File: src/rtl/dict_pkg.sv
// Shared definitions for dictionary loaders: per-field-type widths and the loader state encoding.
package dict_pkg;

  localparam int R_KEY_WIDTH = 8;
  localparam int R_VAL_WIDTH = 15;
  localparam int I_KEY_WIDTH = 7;
  localparam int I_VAL_WIDTH = 13;

  localparam int DICT_ENTRIES = 2 ** I_KEY_WIDTH;

  typedef enum logic [2:0] {
    ST_IDLE,
    ST_FETCH,
    ST_BURST,
    ST_DRAIN,
    ST_CHECK,
    ST_DONE,
    ST_FAIL
  } state_t;

  function automatic int dict_entries(input int key_width);
    return 1 << key_width;
  endfunction

endpackage

File: src/rtl/dict_loader_fifo.sv
// Prefetch FIFO: first-word fall-through, zero-latency pop, push ignored when full unless popping.
// Flush drops all contents in one cycle and wins over a same-cycle push.
module dict_loader_fifo #(
  parameter int WIDTH = 13,
  parameter int DEPTH = 8
) (
  input  logic                     clk,
  input  logic                     reset,
  input  logic                     push,
  input  logic [WIDTH-1:0]         push_data,
  input  logic                     pop,
  input  logic                     flush,
  output logic [WIDTH-1:0]         pop_data,
  output logic                     full,
  output logic                     empty,
  output logic [$clog2(DEPTH):0]   level
);
  localparam int AW = $clog2(DEPTH);

  logic [WIDTH-1:0] mem [DEPTH];
  logic [AW-1:0]    wr_ptr;
  logic [AW-1:0]    rd_ptr;
  logic             do_push;
  logic             do_pop;

  assign full     = (level == (AW+1)'(DEPTH));
  assign empty    = (level == '0);
  assign do_pop   = pop && !empty;
  assign do_push  = push && (!full || do_pop);
  assign pop_data = mem[rd_ptr];

  always_ff @(posedge clk or posedge reset) begin
    if (reset) begin
      wr_ptr <= '0;
      rd_ptr <= '0;
      level  <= '0;
    end else if (flush) begin
      wr_ptr <= '0;
      rd_ptr <= '0;
      level  <= '0;
    end else begin
      if (do_push) wr_ptr <= wr_ptr + AW'(1);
      if (do_pop)  rd_ptr <= rd_ptr + AW'(1);
      level <= level + (AW+1)'(do_push) - (AW+1)'(do_pop);
    end
  end

  always_ff @(posedge clk) begin
    if (do_push && !flush) mem[wr_ptr] <= push_data;
  end

endmodule

File: src/rtl/dict_loader.sv
// Boot-time loader streaming a memory image into a dictionary field as one contiguous write burst,
// restarting on prefetch underrun; DICT_LOADER_CHECKSUM_EN adds a trailing checksum-word verify.
module dict_loader
  import dict_pkg::*;
#(
  parameter int KEY_WIDTH   = I_KEY_WIDTH,
  parameter int VAL_WIDTH   = I_VAL_WIDTH,
  parameter int FIFO_DEPTH  = 8,
  parameter int MAX_RETRIES = 3
) (
  input  logic                 clk,
  input  logic                 reset,
  input  logic                 start,
  input  logic [31:0]          base_addr,
  output logic                 mem_valid,
  output logic [31:0]          mem_addr,
  input  logic                 mem_ready,
  input  logic [31:0]          mem_rdata,
  output logic                 write_enable,
  output logic [VAL_WIDTH-1:0] write_val,
  output logic                 busy,
  output logic                 done,
  output logic                 error,
  output logic                 checksum_err
);
  localparam int CW = KEY_WIDTH + 1;
  localparam int LW = $clog2(FIFO_DEPTH) + 1;
  localparam int RW = $clog2(MAX_RETRIES + 1);
  localparam logic [CW-1:0] N_ENTRIES   = CW'(dict_entries(KEY_WIDTH));
  localparam logic [LW-1:0] FIFO_CAP    = LW'(FIFO_DEPTH);
  localparam logic [RW-1:0] RETRY_LIMIT = RW'(MAX_RETRIES);

  state_t               state, state_nxt;
  logic [CW-1:0]        fetch_idx, fetch_idx_nxt;
  logic [CW-1:0]        wr_cnt, wr_cnt_nxt;
  logic [RW-1:0]        retry_cnt, retry_nxt;
  logic [31:0]          base, base_nxt;
  logic [31:0]          mem_addr_nxt;
  logic                 mem_valid_nxt, we_nxt, done_nxt, error_nxt, issue;
  logic [VAL_WIDTH-1:0] wv_nxt;
  logic                 ready_hit, push, pop, flush, full, empty;
  logic [LW-1:0]        level, level_nxt;
  logic [VAL_WIDTH-1:0] head;

  assign ready_hit = mem_valid && mem_ready;
  assign push      = ready_hit && (state == ST_FETCH || state == ST_BURST) && (fetch_idx < N_ENTRIES);
  assign busy      = (state == ST_FETCH) || (state == ST_BURST) || (state == ST_DRAIN) || (state == ST_CHECK);

  dict_loader_fifo #(.WIDTH(VAL_WIDTH), .DEPTH(FIFO_DEPTH)) u_fifo (
    .clk       (clk),
    .reset     (reset),
    .push      (push),
    .push_data (mem_rdata[VAL_WIDTH-1:0]),
    .pop       (pop),
    .flush     (flush),
    .pop_data  (head),
    .full      (full),
    .empty     (empty),
    .level     (level)
  );

  always_comb begin
    state_nxt     = state;
    fetch_idx_nxt = push ? fetch_idx + CW'(1) : fetch_idx;
    wr_cnt_nxt    = wr_cnt;
    retry_nxt     = retry_cnt;
    base_nxt      = base;
    done_nxt      = done;
    error_nxt     = error;
    we_nxt        = 1'b0;
    wv_nxt        = write_val;
    pop           = 1'b0;
    flush         = 1'b0;

    case (state)
      // A read still held from an aborted load must retire before a new load reuses the bus.
      ST_IDLE, ST_DONE, ST_FAIL: begin
        if (start && !mem_valid) begin
          state_nxt     = ST_FETCH;
          fetch_idx_nxt = '0;
          wr_cnt_nxt    = '0;
          retry_nxt     = '0;
          base_nxt      = base_addr;
          done_nxt      = 1'b0;
          error_nxt     = 1'b0;
        end
      end
      ST_FETCH: begin
        if (full || fetch_idx == N_ENTRIES) state_nxt = ST_BURST;
      end
      ST_BURST: begin
        if (wr_cnt == N_ENTRIES) begin
`ifdef DICT_LOADER_CHECKSUM_EN
          state_nxt = ST_CHECK;
`else
          state_nxt = ST_DONE;
          done_nxt  = 1'b1;
`endif
        end else if (empty) begin
          flush     = 1'b1;
          retry_nxt = retry_cnt + RW'(1);
          if (retry_nxt == RETRY_LIMIT) begin
            state_nxt = ST_FAIL;
            error_nxt = 1'b1;
          end else begin
            state_nxt = ST_DRAIN;
          end
        end else begin
          pop        = 1'b1;
          we_nxt     = 1'b1;
          wv_nxt     = head;
          wr_cnt_nxt = wr_cnt + CW'(1);
        end
      end
      ST_DRAIN: begin
        if (!mem_valid || mem_ready) begin
          state_nxt     = ST_FETCH;
          fetch_idx_nxt = '0;
          wr_cnt_nxt    = '0;
        end
      end
`ifdef DICT_LOADER_CHECKSUM_EN
      ST_CHECK: begin
        if (ready_hit) begin
          state_nxt = ST_DONE;
          done_nxt  = 1'b1;
        end
      end
`endif
      default: state_nxt = ST_IDLE;
    endcase

    // Look ahead one cycle so reads run back-to-back without overrunning the FIFO.
    level_nxt = flush ? '0 : level + LW'(push) - LW'(pop);
    issue     = 1'b0;
    if (!mem_valid || mem_ready) begin
      if ((state_nxt == ST_FETCH || state_nxt == ST_BURST) &&
          fetch_idx_nxt < N_ENTRIES && level_nxt < FIFO_CAP)
        issue = 1'b1;
`ifdef DICT_LOADER_CHECKSUM_EN
      // fetch_idx sits at N_ENTRIES here, so the same address formula lands on the checksum word.
      if (state != ST_CHECK && state_nxt == ST_CHECK) issue = 1'b1;
`endif
    end
    mem_valid_nxt = issue || (mem_valid && !mem_ready);
    mem_addr_nxt  = issue ? base_nxt + (32'(fetch_idx_nxt) << 2) : mem_addr;
  end

  always_ff @(posedge clk or posedge reset) begin
    if (reset) begin
      state        <= ST_IDLE;
      fetch_idx    <= '0;
      wr_cnt       <= '0;
      retry_cnt    <= '0;
      base         <= '0;
      mem_valid    <= 1'b0;
      mem_addr     <= '0;
      write_enable <= 1'b0;
      write_val    <= '0;
      done         <= 1'b0;
      error        <= 1'b0;
    end else begin
      state        <= state_nxt;
      fetch_idx    <= fetch_idx_nxt;
      wr_cnt       <= wr_cnt_nxt;
      retry_cnt    <= retry_nxt;
      base         <= base_nxt;
      mem_valid    <= mem_valid_nxt;
      mem_addr     <= mem_addr_nxt;
      write_enable <= we_nxt;
      write_val    <= wv_nxt;
      done         <= done_nxt;
      error        <= error_nxt;
    end
  end

`ifdef DICT_LOADER_CHECKSUM_EN
  logic [31:0] sum;
  logic        load_begin;
  logic        attempt_begin;

  assign attempt_begin = (state_nxt == ST_FETCH) && (state != ST_FETCH);
  assign load_begin    = attempt_begin && (state != ST_DRAIN);

  always_ff @(posedge clk or posedge reset) begin
    if (reset) begin
      sum          <= '0;
      checksum_err <= 1'b0;
    end else begin
      if (attempt_begin) sum <= '0;
      else if (pop)      sum <= sum + 32'(head);
      if (load_begin)                          checksum_err <= 1'b0;
      else if (state == ST_CHECK && ready_hit) checksum_err <= (sum != mem_rdata);
    end
  end
`else
  logic unused_rdata;
  assign unused_rdata = ^mem_rdata[31:VAL_WIDTH];
  assign checksum_err = 1'b0;
`endif

endmodule

File: config.mk
export PLATFORM = sky130hd
export DESIGN_NAME = dict_loader
export DESIGN_NICKNAME = d
export VERILOG_FILES = /design/src/rtl/dict_pkg.sv /design/src/rtl/dict_loader_fifo.sv /design/src/rtl/dict_loader.sv
export SDC_FILE = /design/constraint.sdc
export NUM_CORES = 1
export LEC_CHECK = 0
export BUFFER_PORTS_ARGS = -buffer_cell sky130_fd_sc_hd__buf_2
export CORE_UTILIZATION = 42
export CTS_CLUSTER_DIAMETER = 50
export DETAILED_ROUTE_END_ITERATION = 8
export GPL_TIMING_DRIVEN = 1
export PLACE_DENSITY = 0.75
export SLEW_MARGIN = 20
export SYNTH_ARGS = -nofsm -noshare
export SYNTH_HDL_FRONTEND = slang
export SYNTH_SLANG_ARGS = --single-unit
export TNS_END_PERCENT = 1
File: constraint.sdc
create_clock -name clk -period 3.9 [get_ports clk]
set_clock_uncertainty 0.05 [all_clocks]
set_input_delay 0.195 -clock clk [delete_from_list [all_inputs] [get_ports clk]]
set_output_delay 0.195 -clock clk [all_outputs]
set_load 0.005 [all_outputs]
# Yosys cells after proc, flatten, opt, wreduce, memory -nomap -nowiden

Memory sizes are Yosys's and may differ from the RTL's. A register that Yosys moved wholly into a read port is not among the register bits.
Cells that the tools add are included.

Bits in registers: 99
Latch bits: 0
Memory bits (writable): 104
Memory bits (read-only): 0
Input port bits: 68
Word-level logic and storage cells: 128
Memories: 1

Memories:

| name       | words | bits a word | read ports | clocked after memory_dff | write ports | line                   | source |
|---|---|---|---|---|---|---|---|
| u_fifo.mem | 8     | 13          | 1          | 1                        | 1           | dict_loader_fifo.sv:20 | `logic [WIDTH-1:0] mem [DEPTH];` |

Add/subtract/negate cells: 10
Multiply operators: 0
Div/mod/pow operators: 0
$lt $le $gt $ge: 3
Equal/unequal tests: 19
Shifts and indexed selects: 0
Mux-type cells: 45
Bitwise gates (word level): 2
Reduce and logical (&&, ||, !) cells: 35

Operator list:

| operator              | number |
|---|---|
| $mux W32              | 2 |
| $mux W8               | 7 |
| $add A32 B10 Y32      | 1 |
| $mux W3               | 10 |
| $pmux W8 S3           | 1 |
| $add A8 B1 Y8 const B | 2 |
| $eq A8 B8 Y1 const B  | 2 |
| $lt A8 B8 Y1 const B  | 2 |
| $pmux W8 S2           | 1 |
| $mux W1               | 15 |
| $pmux W3 S4           | 1 |
| $logic_and A1 B1 Y1   | 10 |
| $reduce_and A5 Y1     | 2 |
| $eq A3 B2 Y1 const B  | 3 |
| $eq A3 B3 Y1 const B  | 3 |
| $add A4 B1 Y4         | 2 |
| $logic_or A1 B1 Y1    | 8 |
| $mux W4               | 2 |
| $ne A2 B1 Y1 const B  | 4 |
| $sub A4 B1 Y4         | 2 |
| $add A3 B1 Y3 const B | 2 |
| $eq A3 B1 Y1 const B  | 2 |
| $mux W2               | 3 |
| $ne A2 B2 Y1 const B  | 3 |
| 15 further kinds      | 24 |

# Logic depth before layout (Yosys ltp)

Word-level depth: 13
Mapped depth: 17
Gate-level depth less buffers: 14

# By module

A second synthesis with hierarchy kept.

Cells, all modules: 718
Area total of the unflattened synthesis: 10161.0 µm²

By module, submodules not included:

| module           | times used | cells an instance | area an instance (µm²) | seq. area each (µm²) |
|---|---|---|---|---|
| dict_loader      | 1          | 480               | 5482.8                 | 2552.4 |
| dict_loader_fifo | 1          | 238               | 4678.2                 | 3373.2 |

# Least setup slack after synthesis

Ideal clock, no wire load.

Path kind: flip-flop to flip-flop
From: register state[2]
To: register mem_addr[26]
Library setup time: 0.128 ns
Arrival time: 3.859 ns
Data required time: 3.722 ns
Setup slack: -0.137 ns
Stages on the path, launching flop included: 18
Buffers on the path: 4
Period minus slack after synthesis: 4.037 ns
Path through: dfrtp_1 -> buf_4 -> and4bb_1 -> a22oi_4 -> buf_2 -> buf_2 -> buf_2 -> mux2_2 -> ha_1 -> inv_1 -> fa_1 -> nor2b_1 -> o2111ai_1 -> a31oi_1 -> o2111ai_1 -> a21oi_1 -> xor2_1 -> mux2_1

Elaborated cells on any way between the ends: 36

RTL lines:

| item                                                    | line               | source |
|---|---|---|
| from (decl)                                             | dict_loader.sv:33  | `state_t state, state_nxt;` |
| from (signal assigned)                                  | dict_loader.sv:163 | `state <= state_nxt;` |
| $eq A3 B3 Y1 / $logic_not A3 Y1 (equally long branches) | dict_loader.sv:75  | `case (state)` |
| $reduce_or A3 Y1 (*)                                    | dict_loader.sv:75  |  |
| $mux W32 (*)                                            | dict_loader.sv:75  |  |
| named net base_nxt[2]                                   | dict_loader.sv:37  | `logic [31:0] base, base_nxt;` |
| $add A32 B10 Y32 (*)                                    | dict_loader.sv:146 | `mem_addr_nxt = issue ? base_nxt + (32'(fetch_idx_nxt) << 2) : mem_addr;` |
| to (signal assigned)                                    | dict_loader.sv:169 | `mem_addr <= mem_addr_nxt;` |
| to (decl)                                               | dict_loader.sv:16  | `output logic [31:0] mem_addr,` |

Mark *: on every way through the listed nets, which the timed path passes. The rest lies on a longest branch.
A chain may end at the register's enable or synchronous reset.

# Worst setup path in the final report

From: register state[2]
To: register mem_addr[21]

Longest elaborated chain between the ends: 12
Elaborated cells on any way between the ends: 36

Ends and longest elaborated chain:

| item                                                | line                                  | source |
|---|---|---|
| $eq A3 B1 Y1 / $eq A3 B2 Y1 (equally long branches) | dict_loader.sv:46                     | `assign push = ready_hit && (state == ST_FETCH \|\| state == ST_BURST) && (fetch_idx < N_ENTRIES);` |
| $logic_or A1 B1 Y1                                  | dict_loader.sv:46                     |  |
| $logic_and A1 B1 Y1 (2 in series)                   | dict_loader.sv:46                     |  |
| $mux W8                                             | dict_loader.sv:64                     | `fetch_idx_nxt = push ? fetch_idx + CW'(1) : fetch_idx;` |
| $mux W8, on equally long branches                   | dict_loader.sv:116, dict_loader.sv:78 |  |
| $pmux W8 S2 (*)                                     | dict_loader.sv:75                     |  |
| named net fetch_idx_nxt[1]                          | dict_loader.sv:34                     | `logic [CW-1:0] fetch_idx, fetch_idx_nxt;` |
| $lt A8 B8 Y1                                        | dict_loader.sv:138                    | `fetch_idx_nxt < N_ENTRIES && level_nxt < FIFO_CAP)` |
| $logic_and A1 B1 Y1                                 | dict_loader.sv:137                    | `if ((state_nxt == ST_FETCH \|\| state_nxt == ST_BURST) &&` |
| $logic_and A1 B1 Y1                                 | dict_loader.sv:138                    |  |
| $mux W1                                             | dict_loader.sv:137                    |  |
| $mux W1                                             | dict_loader.sv:136                    | `if (!mem_valid \|\| mem_ready) begin` |

Marked as above.

==> reports/summary.txt <==
pwr/cell area: 766.2 nW/um^2
vias in the first global route: 6397
worst rel slew slack: 0.3588
Hold Path Stages: 3
IO Pins: 119
Avg Cell Area, Syn: 13.51 sq um
most frequent cells in the layout: dfrtp_1, edfxtp_1, buf_2
# clock sinks: 216
final net count: 999
drc violations: 0
fin crit share: 0.9391
GP Congestion: 0.8310
height of the chip: 155.3 um
Rows: 55
Max Freq: 0.2730 GHz
final setup TNS: 0 ns
Via Count: 6291
mean routed wirelength per cell: 16.32 um
H-Tree Depth: 1
Max Fanout on Critical Path: 9
final setup vio count: 0
async set or reset register ratio after synthesis: 0.5185
Post-Syn Area: 9874 sq um
clk_lat worst skew: 0.53 ns
first drt pass iteration count: 4
most common cell after layout, fill and taps aside: dfrtp_1
starting density of the core: 0.4322
Synth Warn #: 0
critical path endpoint category: register
worst-case hold slack: 0.06226 ns
WL final: 20180 um
WHS Endpoint: mem_valid
CP required: 4.25 ns
Slew Viols, Final: 0
Die ar.: 24130 sq um
Clk pin slew, worst setup/hold paths: 0.06 ns
R2R Path Start: state[2]
Cell Count, Final, Fillers Out: 1237
global-route wire length before repair: 32780 um
post-route ant nets: 0
r2r setup slk: 0.24 ns
sequential-to-total area share from yosys stat: 0.6001
Tot GR Track Use: 0.1718
largest net degree at the start of global routing: 55
Syn-to-layout area delta: 23.43%
CTS Buf Count: 26
IO buf count: 98
Via density: 5.086
Critical Path Source Type: register
CP arrival: 4.01 ns
Least-Margin Pin Slew: 0.9618 ns
unrepaired setup endpoints after global routing: yes
maxcap violations: 0
global route total overflow: 0
Reg2Reg Depth: 14
placed cell count: 1145
Seq cells post-synth: 216
final worst path period need: 3.662 ns
Die W: 155.3 um
EDFF count, synth: 104
CTS Buffer Depth: 3
r2r endpoint: mem_addr[21]
hpwl dp: 12870 um
Synth Flop Type: dfrtp_1
PnR Total Power: 9.338 mW
Max VDD drop: 0.0004685 V
CTS root buf: clkbuf_16
CTS tree: yes
status: finished, final reports clean
class of the worst hold path: in2reg
Setup CP Type: reg2reg
initial antenna violation count: 0
Post-Synthesis Cells: 731
synth unique cells: 61
ANT cells: 0
Net Count, Synth: 824
core box area: 22850 sq um
min-delay src: mem_ready
Leak Pwr: 5.181 nW
share of cells above drive strength 1: 0.2684
Initial DRC Count: 392
endpoints failing hold: 0
[per-stage QoR]
| stage | utilization | setup WS, ns | cell area (sq um) |
|---|---|---|---|
| 6_report | 0.5335 | 0.2376 | 12190 |
| 5_1_grt | 0.5335 | -0.01637 | 12190 |
| 4_1_cts | 0.5321 | 0.1242 | 12160 |
| 3_5_place_dp | 0.4763 | 0.1883 | 10880 |
| 3_3_place_gp | 0.4763 | 0.2600 | 10880 |
| 2_1_floorplan | - | 0.03641 | 9889 |
[layer usage]
metal | vias up | global-route usage | routed length [um]
met3 | 34 | 0.02981 | 890
li1 | 2998 | - | -
met5 | - | 0 | 0
met4 | 0 | 0.04669 | 433
met1 | 3093 | 0.2161 | 8914
met2 | 166 | 0.3047 | 9944
[report_power, final]
part	switching [mW]	total, mW	internal [mW]	leakage, nW
clock network	0.938	2.25	1.31	0.396
registers	0.415	3.40	2.98	2.32
logic	1.77	3.69	1.92	2.47
[kinds of logic after synthesis]
| group | synth area share |
|---|---|
| DFF | 0.6001 |
| muxes | 0.1479 |
| xor gates and xnor gates | 0.04422 |
| adders and majority gates | 0.03320 |
| AOI/OAI and AO/OA | 0.05170 |
| and+or+nand+nor | 0.09351 |
| other | 0.0003798 |
| buffers and inverters | 0.02902 |
[synth_stat cells, types with 9 or more instances]
master,count,area share
dfrtp_1,112,0.28
edfxtp_1,104,0.32
nand2_1,70,0.027
nor2_1,68,0.026
mux2i_1,42,0.043
inv_1,37,0.014
xnor2_1,28,0.025
mux4_2,26,0.059
a21oi_1,24,0.012
ha_1,23,0.029
xor2_1,20,0.018
mux2_2,18,0.021
mux2_4,16,0.024
clkbuf_1,11,0.0042
nand3_1,11,0.0056
nand4_1,9,0.0057
[registers in the layout, indices dropped and copies added, names as in the netlist]
| name | count |
|---|---|
| state | 3 |
| mem_addr | 32 |
| done | 1 |
| mem_valid | 1 |
| error | 1 |
| base | 32 |
| write_val | 13 |
| retry_cnt | 2 |
| u_fifo.rd_ptr | 3 |
| u_fifo.mem | 104 |
| write_enable | 1 |
| u_fifo.wr_ptr | 3 |
| u_fifo.level | 4 |
| fetch_idx | 8 |
| wr_cnt | 8 |
[final cells by class]
| class | count | area [sq um] |
|---|---|---|
| Clock inverter | 14 | 140.1 |
| Fill cell | 1909 | 10660 |
| Timing Repair Buffer | 173 | 1181 |
| Sequential cell | 216 | 5929 |
| Inverter | 40 | 152.6 |
| Multi-Input combinational cell | 449 | 3720 |
| Clock buffer | 32 | 673.1 |
| Tap cell | 313 | 391.6 |
[how the worst max path moves through the flow]
| stage | endpoint | slack [ns] | start | cells past startpoint |
|---|---|---|---|---|
| 2_1_floorplan | mem_addr[26] | 0.04 | state[2] | 17 |
| 5_1_grt | mem_addr[26] | -0.02 | state[1] | 15 |
| 4_1_cts | mem_addr[31] | 0.12 | state[1] | 14 |
| 3_5_place_dp | mem_addr[26] | 0.19 | state[1] | 14 |
| 3_3_place_gp | mem_addr[20] | 0.26 | state[1] | 14 |
| 6_report | mem_addr[21] | 0.24 | state[2] | 14 |
[what timing repair did]
action,CTS,global route
hold buffers,46,0
endpoints found under the hold margin,190,0
resized for setup,0,7
setup endpoints to repair,0,29
setup buffers,0,0
[critical path, stage by stage (launching register included)]
cell,delay (ns)
dfrtp_2,0.45
nand2b_1,0.18
buf_4,0.17
o211a_1,0.15
o32ai_4,0.42
or2_1,0.23
inv_1,0.08
ha_1,0.31
a211oi_1,0.36
o211ai_1,0.20
a21o_1,0.27
nand2_1,0.17
nor2_1,0.08
xnor2_1,0.15
mux2_4,0.28
Power figures use the tool's default switching activity.
